**config.mk**
```make
export PLATFORM = sky130hd
export DESIGN_NAME = maxpool_out_16_2
export DESIGN_NICKNAME = d
export VERILOG_FILES = /design/src/rtl/maxpool_pkg.sv /design/src/rtl/max_cmp.sv /design/src/rtl/maxpool_out_16_2.sv
export SDC_FILE = /design/constraint.sdc
export NUM_CORES = 1
export LEC_CHECK = 0
export ABC_CLOCK_PERIOD_IN_PS = 2200
export BUFFER_PORTS_ARGS = -buffer_cell sky130_fd_sc_hd__buf_2
export CORE_MARGIN = 2
export CORE_UTILIZATION = 25
export CTS_BUF_LIST = sky130_fd_sc_hd__clkbuf_4 sky130_fd_sc_hd__clkbuf_8
export DETAILED_ROUTE_END_ITERATION = 10
export HOLD_SLACK_MARGIN = 0.03
export PLACE_DENSITY = 0.49
export SLEW_MARGIN = 20
export SYNTH_ARGS = -nofsm -noshare
export SYNTH_HDL_FRONTEND = slang
export SYNTH_SLANG_ARGS = --single-unit
```
**constraint.sdc**
```tcl
create_clock -name clk -period 2.2 [get_ports clk]
set_clock_uncertainty 0.15 [all_clocks]
set_input_delay 0.44 -clock clk [delete_from_list [all_inputs] [get_ports clk]]
set_output_delay 0.44 -clock clk [all_outputs]
set_load 0.01 [all_outputs]
```
**src/rtl/maxpool_pkg.sv**
```systemverilog
// ============================================================================
// Module   : maxpool_pkg
// Purpose  : Shared defaults and sample type for the max-pooling output stage.
// Revision : 1.0 - initial release
// ============================================================================
`default_nettype none

package maxpool_pkg;

    localparam int T_DEFAULT = 16;
    localparam int P_DEFAULT = 2;

    typedef logic signed [T_DEFAULT-1:0] sample_t;

endpackage

`default_nettype wire

```
**src/rtl/max_cmp.sv**
```systemverilog
// ============================================================================
// Module   : max_cmp
// Purpose  : Two's-complement maximum of two samples; ties return input a.
// Revision : 1.0 - initial release
// ============================================================================
`default_nettype none

module max_cmp
    import maxpool_pkg::*;
#(
    parameter int T = T_DEFAULT
) (
    input  logic signed [T-1:0] a,
    input  logic signed [T-1:0] b,
    output logic signed [T-1:0] y
);

    // Strict compare so an equal b never displaces the value held in a
    assign y = (b > a) ? b : a;

endmodule

`default_nettype wire

```
**src/rtl/maxpool_out_16_2.sv**
```systemverilog
// ============================================================================
// Module   : maxpool_out_16_2
// Purpose  : Streaming non-overlapping max-pool over windows of P samples with
//            valid/ready on both sides. Define MAXPOOL_RELU_EN to clamp
//            negative window maxima to zero at the output.
// Revision : 1.0 - initial release
// ============================================================================
`default_nettype none

module maxpool_out_16_2
    import maxpool_pkg::*;
#(
    parameter int T = T_DEFAULT,
    parameter int P = P_DEFAULT
) (
    input  logic                clk,
    input  logic                reset,
    input  logic signed [T-1:0] s_data_in_x,
    input  logic                s_valid_x,
    output logic                s_ready_x,
    output logic signed [T-1:0] m_data_out_y,
    output logic                m_valid_y,
    input  logic                m_ready_y
);

    localparam int             C_CNT_W    = (P > 2) ? $clog2(P) : 1;
    localparam logic [C_CNT_W-1:0] C_CNT_LAST = C_CNT_W'(P - 1);

    logic [C_CNT_W-1:0] r_cnt;
    logic signed [T-1:0] r_acc;
    logic signed [T-1:0] w_max;
    logic signed [T-1:0] w_pool;
    logic                w_in_fire;
    logic                w_last;

    // Stall only while a result is waiting on a blocked consumer
    assign s_ready_x = ~(m_valid_y & ~m_ready_y);
    assign w_in_fire = s_valid_x & s_ready_x;
    assign w_last    = (r_cnt == C_CNT_LAST);

    max_cmp #(
        .T (T)
    ) u_max_cmp (
        .a (r_acc),
        .b (s_data_in_x),
        .y (w_max)
    );

    always_comb begin
        w_pool = w_max;
`ifdef MAXPOOL_RELU_EN
        if (w_max[T-1]) begin
            w_pool = '0;
        end
`endif
    end

    always_ff @(posedge clk or negedge reset) begin
        if (!reset) begin
            r_cnt        <= '0;
            r_acc        <= '0;
            m_data_out_y <= '0;
            m_valid_y    <= 1'b0;
        end else begin
            if (w_in_fire) begin
                if (w_last) begin
                    r_cnt        <= '0;
                    m_data_out_y <= w_pool;
                end else begin
                    r_cnt <= r_cnt + C_CNT_W'(1);
                    r_acc <= (r_cnt == '0) ? s_data_in_x : w_max;
                end
            end
            // A completing window overrides a concurrent drain of the old result
            if (w_in_fire && w_last) begin
                m_valid_y <= 1'b1;
            end else if (m_ready_y) begin
                m_valid_y <= 1'b0;
            end
        end
    end

endmodule

`default_nettype wire

```
* After elaboration in Yosys (flattened, before gate mapping)
Cells that the tools add are included.
** Storage, ports and cells
- Flip-flop bits (word level) :: 34
- Bits in latches :: 0
- Bits in writable memories :: 0
- ROM bits :: 0
- Input port bits :: 20
- Word-level logic and storage cells :: 19
- Memories :: 0
** Operators by class
- Add/subtract/negate cells :: 1
- Multipliers :: 0
- Divide/modulo/power cells :: 0
- Magnitude comparators :: 1
- Eq/ne operators :: 0
- Shift-type cells :: 0
- Mux-type cells :: 4
- Bitwise gates (word level) :: 5
- Reductions and logical operators :: 4
** Operators with widths (count)
- $gt A16 B16 Y1 :: 1
- $mux W16 :: 1
- $reduce_and A2 Y1 :: 2
- $mux W1 :: 3
- $not A1 Y1 :: 3
- $and A1 B1 Y1 :: 2
- $reduce_bool A2 Y1 :: 1
- $add A1 B1 Y1 const B :: 1
- $logic_and A1 B1 Y1 :: 1

* Depth between registers and ports, before layout
Gate-level depths: netlist (run 1).
- Depth after elaboration :: 6
- Depth in mapped cells :: 10

* Cells and area by module
From an unflattened synthesis (run 1), not the netlist that was laid out.
** Unflattened totals
- Cell total of the unflattened synthesis :: 154
- Area total of the unflattened synthesis :: 1991.9 sq um
** By module, submodules not included
- maxpool_out_16_2 :: times used 1, cells each 76, area an instance 1305.0 sq um
- max_cmp :: times used 1, cells each 78, area an instance 686.9 sq um

* Least setup slack after synthesis (run 1)
No wires, ideal clock.
- Path kind :: input-to-reg
- Start point :: input port s_data_in_x[13]
- End point :: register m_data_out_y[0]
- Setup time :: 126 ps
- Arrival :: 2170 ps
- Setup slack :: -246 ps
- Cell stages on the path :: 8
- Buffers on the path :: 1
- Cells stage by stage :: ha_1 a21o_1 a2111oi_2 o31ai_1 o31ai_2 nor2_2 buf_6 a221o_1
** Between the ends
- Word-level cells in the longest chain between the ends :: 2
** RTL lines
- from (decl) :: line maxpool_out_16_2.sv:18 : input logic signed [T-1:0] s_data_in_x,
- $gt A16 B16 Y1 :: line max_cmp.sv:19 : assign y = (b > a) ? b : a;
- $mux W16 :: line max_cmp.sv:19
- to (signal assigned) :: line maxpool_out_16_2.sv:68 : m_data_out_y <= w_pool;
- to (decl) :: line maxpool_out_16_2.sv:21 : output logic signed [T-1:0] m_data_out_y,
Every way passes these cells.
A chain may end at the register's enable or synchronous reset.

* Worst setup path in the final report (run 1)
- Start point :: register r_acc[13]
- End point :: register m_data_out_y[3]
** Between the ends
- Word-level cells in the longest chain between the ends :: 2
** RTL lines
- from (decl) :: line maxpool_out_16_2.sv:30 : logic signed [T-1:0] r_acc;
- from (signal assigned) :: line maxpool_out_16_2.sv:71 : r_acc <= (r_cnt == '0) ? s_data_in_x : w_max;
- $gt A16 B16 Y1 :: line max_cmp.sv:19
- $mux W16 :: line max_cmp.sv:19
Every way passes these cells.

==> flow_metrics.tcl, run 1 <==
set metrics [dict create \
    drtIter0Drc 46 \
    cpMaxStageDelayCell "dfrtp_1" \
    fin_nets 268 \
    die_width_um 88.4 \
    die_height_um 88.4 \
    p_switching_mw 1.12 \
    p_clk_frac 0.152 \
    htree_num_levels 2 \
    intPower_mw 1.93 \
    yosysTopAreaCellShare 0.478 \
    insertion_delay_ps 280 \
    dr.pass1.iters 4 \
    synth.most_common_cell "dfrtp_1" \
    final_core_util 0.359 \
    timing.final.crit_share 1.08 \
    critPathTopFamily "compound AO/OA/AOI/OAI gates" \
    synth_cells 167 \
    crit_path_start "r_acc[13]$_DFFE_PN0P_" \
    max_freq_mhz 421 \
    numPortBuffers 37 \
    worst_hold_path_type "input pin to asynchronous set/reset pin" \
    cts_buffer_depth 2 \
    clock-sinks 34 \
    synth_largest_area_cell "dfrtp_1" \
    ioPinCount 38 \
    netlist_top_cells_area "dfrtp_1, ha_1, a221o_1" \
    timing.final.ws_setup_ps -174 \
    drtAntennaViolNets 0 \
    p_leak_nw 1.16 \
    grt_start_max_net_pins 35 \
    path_cells "inv_2, ha_4, a21o_1, a2111oi_4, o31ai_2, o31ai_2, nor2_2, buf_4, a221o_1" \
    drc 0 \
    worst_setup_path_start_kind "flop" \
    vias 1402 \
    core.rowCount 30 \
    path_clk_slew_ps 70 \
    rr_startpoint "r_acc[13]$_DFFE_PN0P_" \
    ys.flop_type "dfrtp_1" \
    wl_per_cell_um 12.8 \
    syn-num-nets 203 \
    synth_edf_count 0 \
    ys_ff_latch 34 \
    drt_wl_total_um 4170 \
    violations "setup timing" \
    p_seq_frac 0.354 \
    critical-path-max-stage-delay_ps 390 \
    dp_slack_ps -386 \
    syn_avg_cell_area_um2 10.7 \
    pwr-share-comb 0.494 \
    slew_viol_final 0 \
    cp_max_fo 5 \
    setup_violations 16 \
    slew_headroom 0.701 \
    async_reset_ff_frac 1.00 \
    dieArea_mm2 0.00781 \
    synth_area_mm2 0.00178 \
    p_per_area_mw_per_mm2 1250 \
    clock-root-buffer "clkbuf_8" \
    synth_top_cells_by_count "dfrtp_1, nand2_1, inv_1" \
    arrival_ps 2390 \
    drv_cap 0 \
    hold_viol 0 \
    overflow 0 \
    yosysUniqueCellTypes 30 \
    grt_use_total 0.119 \
    switching_share 0.368 \
    tightest_slew_ps 449 \
    status "finished with violations" \
    vdd_drop_max_v 0.000273 \
    cp-end-kind "flop" \
    grt_pass1_vias 1400 \
    diodes 0 \
    cts_tree "done" \
    worst-path-buf-inv 2 \
    antenna_found_initial 0 \
    area_growth_pct 37.7 \
    hpwl_um 3010 \
    period_minus_slack_ps 2370 \
    tns_ps -2480 \
    numCtsBuffers 5 \
    coreArea_mm2 0.00683 \
    cp_common_cell "o31ai_2" \
    synth_seq_area_share 0.478 \
    grt_pass1_wl_um 6880 \
    place.gp.congestion 0.703 \
    viasPerCell 4.29 \
    drive_gt1_frac 0.394 \
    start_util 0.260 \
    required_ps 2220 \
    rsz0062_at_grt "true" \
    path_class "flop to flop" \
    yosys_warnings 0 \
]
[metal layers]
metal | global-route usage | vias up | wire, um
met2 | 0.185 | 26 | 1970
met5 | 0 | - | 0
met3 | 0.0354 | 7 | 171
met1 | 0.157 | 651 | 1960
met4 | 0.0455 | 0 | 71
li1 | - | 718 | -
[logic make-up after synthesis]
kind of cell / count (synthesis) / synth area share
AND/OR/NAND/NOR: 46 / 0.141
AO/OA/AOI/OAI: 45 / 0.193
flip-flops: 34 / 0.478
buffers and inverters: 24 / 0.0633
adder cells (fa/ha/maj): 16 / 0.113
XOR/XNOR: 1 / 0.00492
multiplexers: 1 / 0.00633
[sequential cells by signal, summed over array words and instances (netlist names)]
| name | cells |
|---|---|
| m_valid_y | 1 |
| r_acc | 16 |
| r_cnt | 1 |
| m_data_out_y | 16 |
[layout by cell type, fill, tap and decap left out]
master and n:
a221o_1 16, buf_6 2, inv_1 12, and4_1 1, nor2_2 1, and2b_1 1
o21ai_0 15, nor2b_1 1, nor2_1 1, nor4_2 1, inv_2 5, clkbuf_8 6
a2111oi_4 1, a22oi_1 1, nand2_1 19, dfrtp_1 34, o211ai_1 1, ha_1 9
buf_4 26, nand3_1 2, o31ai_2 2, ha_4 7, a21boi_2 1, nand4_1 1
buf_2 37, nand2b_1 1, and2_1 16, xnor2_1 1, mux2_2 1, nand4_4 1
o21a_1 1, a21o_1 2, a21oi_1 5
[stage by stage]
stage                     std cells  area (um^2)  hold slack, ps  power [mW]
after floorplan                 167         1870           -5.59        2.00
final                           327         2450            37.3        3.05
after global routing            327         2450            68.0        3.35
after global placement          319         2320             334        2.51
after detailed placement        319         2320             339        2.52
after CTS                       326         2440            55.2        3.08
[timing repair]
item | CTS | global route
buffers inserted | 1 | 1
gates cloned | 0 | 0
pin swaps | 1 | 0
setup endpoints to repair | 16 | 16
gates resized for setup | 8 | 1
hold buffers | 0 | 0
[worst paths after layout]
check                                                     to  slack (ps)  depth (start not counted)
worst max-delay path             m_data_out_y[3]$_DFFE_PN0P_        -170                          9
min in group clk                        r_acc[1]$_DFFE_PN0P_         250                          3
worst max register to register   m_data_out_y[3]$_DFFE_PN0P_        -170                          9
max in group asynchronous        m_data_out_y[8]$_DFFE_PN0P_        1550                          2
worst min-delay path            m_data_out_y[13]$_DFFE_PN0P_          40                          2
worst min register to register  m_data_out_y[15]$_DFFE_PN0P_         360                          1
[power by group through the flow]
| stage | logic (mW) | registers [mW] | clock network [mW] |
|---|---|---|---|
| 2_1_floorplan | 0.877 | 1.13 | 0 |
| 3_3_place_gp | 1.43 | 1.08 | 0 |
| 3_5_place_dp | 1.44 | 1.08 | 0 |
| 4_1_cts | 1.52 | 1.08 | 0.477 |
| 5_1_grt | 1.72 | 1.12 | 0.513 |
| 6_report | 1.51 | 1.08 | 0.463 |
[final cells by class]
type	count	area, um^2
fillers	736	4380
multi-input cells	109	930
flip-flops and latches	34	851
repair buffers	65	403
well taps	96	120
clock buffers	6	82.6
inverters	17	63.8
Note: power is estimated with default switching activity, not from simulation.
==> run 2: changes to the inputs <==
- PLACE_DENSITY: 0.49 -> default
==> flow_metrics.tcl, run 2 (synthesis gave the netlist of run 1 again) <==
set metrics [dict create \
    setup_violations 16 \
    timing.final.ws_setup_ps -173 \
    hold_buffers 0 \
    layout_common_cells "buf_2, dfrtp_1, buf_4, nand2_1" \
    slew_headroom 0.488 \
    core.rowCount 30 \
    arrival_ps 2390 \
    dpl_cell_area_mm2 0.00233 \
    cp_max_fo 8 \
    cts_buffer_depth 2 \
    area_growth_pct 41.4 \
    violations "setup timing" \
    grt_use_total 0.119 \
    vdd_drop_max_v 0.000392 \
    rsz0062_at_grt "true" \
    insertion_delay_ps 290 \
    path_clk_slew_ps 70 \
    power_mw 3.21 \
    rr_startpoint "r_acc[8]$_DFFE_PN0P_" \
    vias 1476 \
    cts_tree "done" \
    overflow 0 \
    multi_input_area_um2 938 \
    drc 0 \
    drive_gt1_frac 0.407 \
    whs_ps 73.2 \
    p_leak_nw 1.20 \
    place.gp.congestion 0.712 \
    clock-sinks 34 \
    die_width_um 88.4 \
    antenna_found_initial 0 \
    tightest_slew_ps 768 \
    wl_per_cell_um 12.9 \
    rrSetupSlack_ps -170 \
    drtAntennaViolNets 0 \
    p_per_area_mw_per_mm2 1280 \
    start_util 0.260 \
    drtIter0Drc 55 \
    grt_pass1_wl_um 6980 \
    worst_setup_path_start_kind "flop" \
    timing.final.crit_share 1.08 \
    r2r_end "m_data_out_y[11]$_DFFE_PN0P_" \
    clock-root-buffer "clkbuf_8" \
    max_freq_mhz 421 \
    fin_area_mm2 0.00251 \
    dr.pass1.iters 4 \
    grt_start_max_net_pins 35 \
    htree_num_levels 2 \
    grt_pass1_vias 1455 \
    cp-end-kind "flop" \
    drv_cap 0 \
    hold_viol 0 \
    hpwl_um 3140 \
    coreArea_mm2 0.00683 \
    r2r_cells 9 \
    status "finished with violations" \
    largestRegisters "m_data_out_y: 16 flops, r_acc: 16 flops" \
    worst_hold_path_type "input pin to asynchronous set/reset pin" \
    drt_wl_total_um 4270 \
    dieArea_mm2 0.00781 \
    diodes 0 \
    final_common_cell "buf_2" \
    numCtsBuffers 5 \
    fillers 708 \
    viasPerCell 4.45 \
    fin_nets 271 \
    regArea_um2 851 \
    slew_viol_final 0 \
    ioPinCount 38 \
    required_ps 2210 \
    final_core_util 0.368 \
    die_height_um 88.4 \
    path_class "flop to flop" \
    period_minus_slack_ps 2370 \
    numPortBuffers 37 \
    dp_slack_ps -409 \
]
## run 2: layout make-up
| cell class | instances | area share |
|---|---|---|
| sequential | 34 | 0.338 |
| multi-input combinational | 109 | 0.373 |
| timing repair buffer | 68 | 0.172 |
| clock buffer | 5 | 0.0274 |
| tap | 96 | 0.0478 |
| clock inverter | 3 | 0.0159 |
| inverter | 17 | 0.0254 |
## run 2: how the worst max path moves through the flow
stage          depth (start not counted)                   from  slack (ps)                            to
5_1_grt                                9   r_acc[8]$_DFFE_PN0P_        -300  m_data_out_y[11]$_DFFE_PN0P_
2_1_floorplan                          8        s_data_in_x[13]        -100  m_data_out_y[13]$_DFFE_PN0P_
4_1_cts                                9  r_acc[10]$_DFFE_PN0P_        -170  m_data_out_y[11]$_DFFE_PN0P_
6_report                               9   r_acc[8]$_DFFE_PN0P_        -170  m_data_out_y[11]$_DFFE_PN0P_
3_5_place_dp                           9        s_data_in_x[13]        -410   m_data_out_y[5]$_DFFE_PN0P_
3_3_place_gp                           9        s_data_in_x[13]        -330   m_data_out_y[5]$_DFFE_PN0P_
## run 2: timing repair
item / CTS / global route
endpoints found under the setup margin: 16 / 16
gates resized for setup: 12 / 0
setup buffers: 2 / 1
pin swaps: 3 / 0
## run 2: worst max-delay path, cell delays in order, from the launching register on
cell	delay, ps
dfrtp_1	360
inv_2	60
ha_4	250
nand4_1	160
nor4_4	310
a21boi_2	220
o31ai_2	100
and2b_1	200
buf_6	150
a221o_1	300
## run 2: per-stage QoR
step	instances	setup TNS (ps)
after floorplan	167	-1100
after global placement	321	-5030
after detailed placement	321	-6170
after CTS	331	-2410
after global routing	332	-4450
final	332	-2370
## run 2: power breakdown
| group | internal [mW] | switching [mW] | leakage [nW] |
|---|---|---|---|
| combinational | 0.779 | 0.772 | 0.724 |
| sequential | 0.922 | 0.163 | 0.421 |
| clock | 0.334 | 0.240 | 0.0579 |
## run 2: routing by layer
layer	track usage	up-vias	routed length, um	part of all wire
li1	-	731	-	-
met5	0	-	0	0
met3	0.0373	5	219	0.051
met1	0.155	702	1980	0.46
met2	0.193	38	2040	0.48
met4	0.0289	0	36	0.0084
==> run 3: changes to the inputs <==
==> constraint.sdc (replaced) <==
create_clock -name clk -period 2.2 [get_ports clk]
set_clock_uncertainty 0.15 [all_clocks]
set_input_delay 0.22 -clock clk [delete_from_list [all_inputs] [get_ports clk]]
set_output_delay 0.22 -clock clk [all_outputs]
set_load 0.01 [all_outputs]
==> flow_metrics.tcl, run 3 (synthesis gave the netlist of run 1 again) <==
set metrics [dict create \
    insertion_delay_ps 290 \
    ioPinCount 38 \
    slew_viol_final 0 \
    start_util 0.260 \
    period_minus_slack_ps 2420 \
    area_growth_pct 42.8 \
    worst_hold_path_type "input pin to flop" \
    stdcell_count 338 \
    final_core_util 0.372 \
    diodes 0 \
    core.rowCount 30 \
    dieArea_mm2 0.00781 \
    overflow 0 \
    crit_path_start "r_acc[13]$_DFFE_PN0P_" \
    drv_cap 0 \
    cts_buffer_depth 2 \
    viasPerCell 4.39 \
    tns_ps -3240 \
    numCtsBuffers 5 \
    r2r_cells 9 \
    arrival_ps 2440 \
    p_leak_nw 1.23 \
    drtIter0Drc 105 \
    rrSetupSlack_ps -220 \
    fillers 715 \
    required_ps 2220 \
    grt_pass1_vias 1562 \
    grt_start_max_net_pins 35 \
    vias 1484 \
    status "finished with violations" \
    drt_wl_total_um 4330 \
    timing.final.ws_setup_ps -223 \
    rsz0062_at_grt "true" \
    hp-start "s_data_in_x[2]" \
    layout_common_cells "buf_2, dfrtp_1, buf_4, nand2_1" \
    crit_path_end "m_data_out_y[9]$_DFFE_PN0P_" \
    hpwl_um 3180 \
    drc 0 \
    vdd_drop_max_v 0.000403 \
    hold_viol 0 \
    slew_headroom 0.484 \
    clock-sinks 34 \
    worst_setup_path_start_kind "flop" \
    wl_per_cell_um 12.8 \
    grt_use_total 0.122 \
    max_freq_mhz 413 \
    power_mw 3.25 \
    htree_num_levels 2 \
    p_per_area_mw_per_mm2 1280 \
    die_height_um 88.4 \
    die_width_um 88.4 \
    clock-root-buffer "clkbuf_8" \
    violations "setup timing" \
    cp_max_fo 4 \
    cts_tree "done" \
    path_class "flop to flop" \
    drive_gt1_frac 0.401 \
    fin_area_mm2 0.00254 \
    dp_cells 321 \
    path_clk_slew_ps 70 \
    antenna_found_initial 0 \
    tightest_slew_ps 774 \
    r2r_end "m_data_out_y[9]$_DFFE_PN0P_" \
    final_common_cell "buf_2" \
    rr_startpoint "r_acc[13]$_DFFE_PN0P_" \
    setup_violations 16 \
    grt_pass1_wl_um 7300 \
    numPortBuffers 37 \
    fin_nets 277 \
    cp-end-kind "flop" \
    timing.final.crit_share 1.10 \
    place.gp.congestion 0.738 \
    drtAntennaViolNets 0 \
    dpl_cell_area_mm2 0.00227 \
    dr.pass1.iters 4 \
    coreArea_mm2 0.00683 \
    largestRegisters "m_data_out_y: 16 flops, r_acc: 16 flops" \
]
==> run 3: changes by cell type in the layout (fill, tap and decap cells not counted), moves of 2 or more <==
cell	before	now
buf_4	27	31
dlygate4sd3_1	0	3
buf_6	4	2
clkbuf_4	0	2
clkinv_2	2	0
ha_1	9	11
ha_4	7	5
==> run 3: how the worst min path moves through the flow <==
stage | to | slack (ps) | depth (start not counted)
after floorplan | m_data_out_y[0]$_DFFE_PN0P_ | -230 | 0
after global routing | m_data_out_y[15]$_DFFE_PN0P_ | 60 | 2
final | r_acc[2]$_DFFE_PN0P_ | 40 | 3
after detailed placement | m_data_out_y[10]$_DFFE_PN0P_ | 190 | 1
after CTS | m_data_out_y[0]$_DFFE_PN0P_ | 40 | 2
after global placement | r_acc[10]$_DFFE_PN0P_ | 190 | 1
==> run 3: metal layers <==
layer,up-vias,track usage,share of wire
met5,-,0,0
met4,0,0.0537,0.018
met3,7,0.0317,0.054
met2,31,0.196,0.47
met1,707,0.156,0.46
li1,739,-,-
==> run 3: stage by stage <==
step / worst slack (ps) / hold slack [ps]
4_1_cts: -212 / 36.8
2_1_floorplan: -86.0 / -226
3_3_place_gp: -188 / 194
5_1_grt: -369 / 56.3
3_5_place_dp: -226 / 195
6_report: -223 / 42.6
==> run 3: worst max-delay path, stage by stage, from the launching register on <==
cell and delay [ps]:
dfrtp_1 390, inv_2 70, ha_4 190, a21o_1 160, a2111oi_2 340, o31ai_2 130, o31ai_2 300, nor2_2 90
buf_4 160, a221o_1 310
==> run 3: area by class of cell <==
cell class | count | area [um^2] | area share
Clock buffer | 7 | 83.8 | 0.0330
Clock inverter | 1 | 30.0 | 0.0118
Inverter | 17 | 63.8 | 0.0251
Multi-Input combinational cell | 109 | 902 | 0.355
Sequential cell | 34 | 851 | 0.335
Tap cell | 96 | 120 | 0.0473
Timing Repair Buffer | 74 | 490 | 0.193
==> run 3: power by group <==
| group | switching [mW] | internal, mW |
|---|---|---|
| sequential | 0.164 | 0.922 |
| combinational | 0.759 | 0.810 |
| clock | 0.230 | 0.364 |
| total | 1.15 | 2.10 |
==> run 3: timing repair <==
action / 4_1_cts / 5_1_grt
pin swaps: 7 / 0
buffers inserted: 5 / 1
gates resized for setup: 11 / 2
hold endpoints to repair: 36 / 0
endpoints found under the setup margin: 16 / 16
hold buffers: 3 / 0
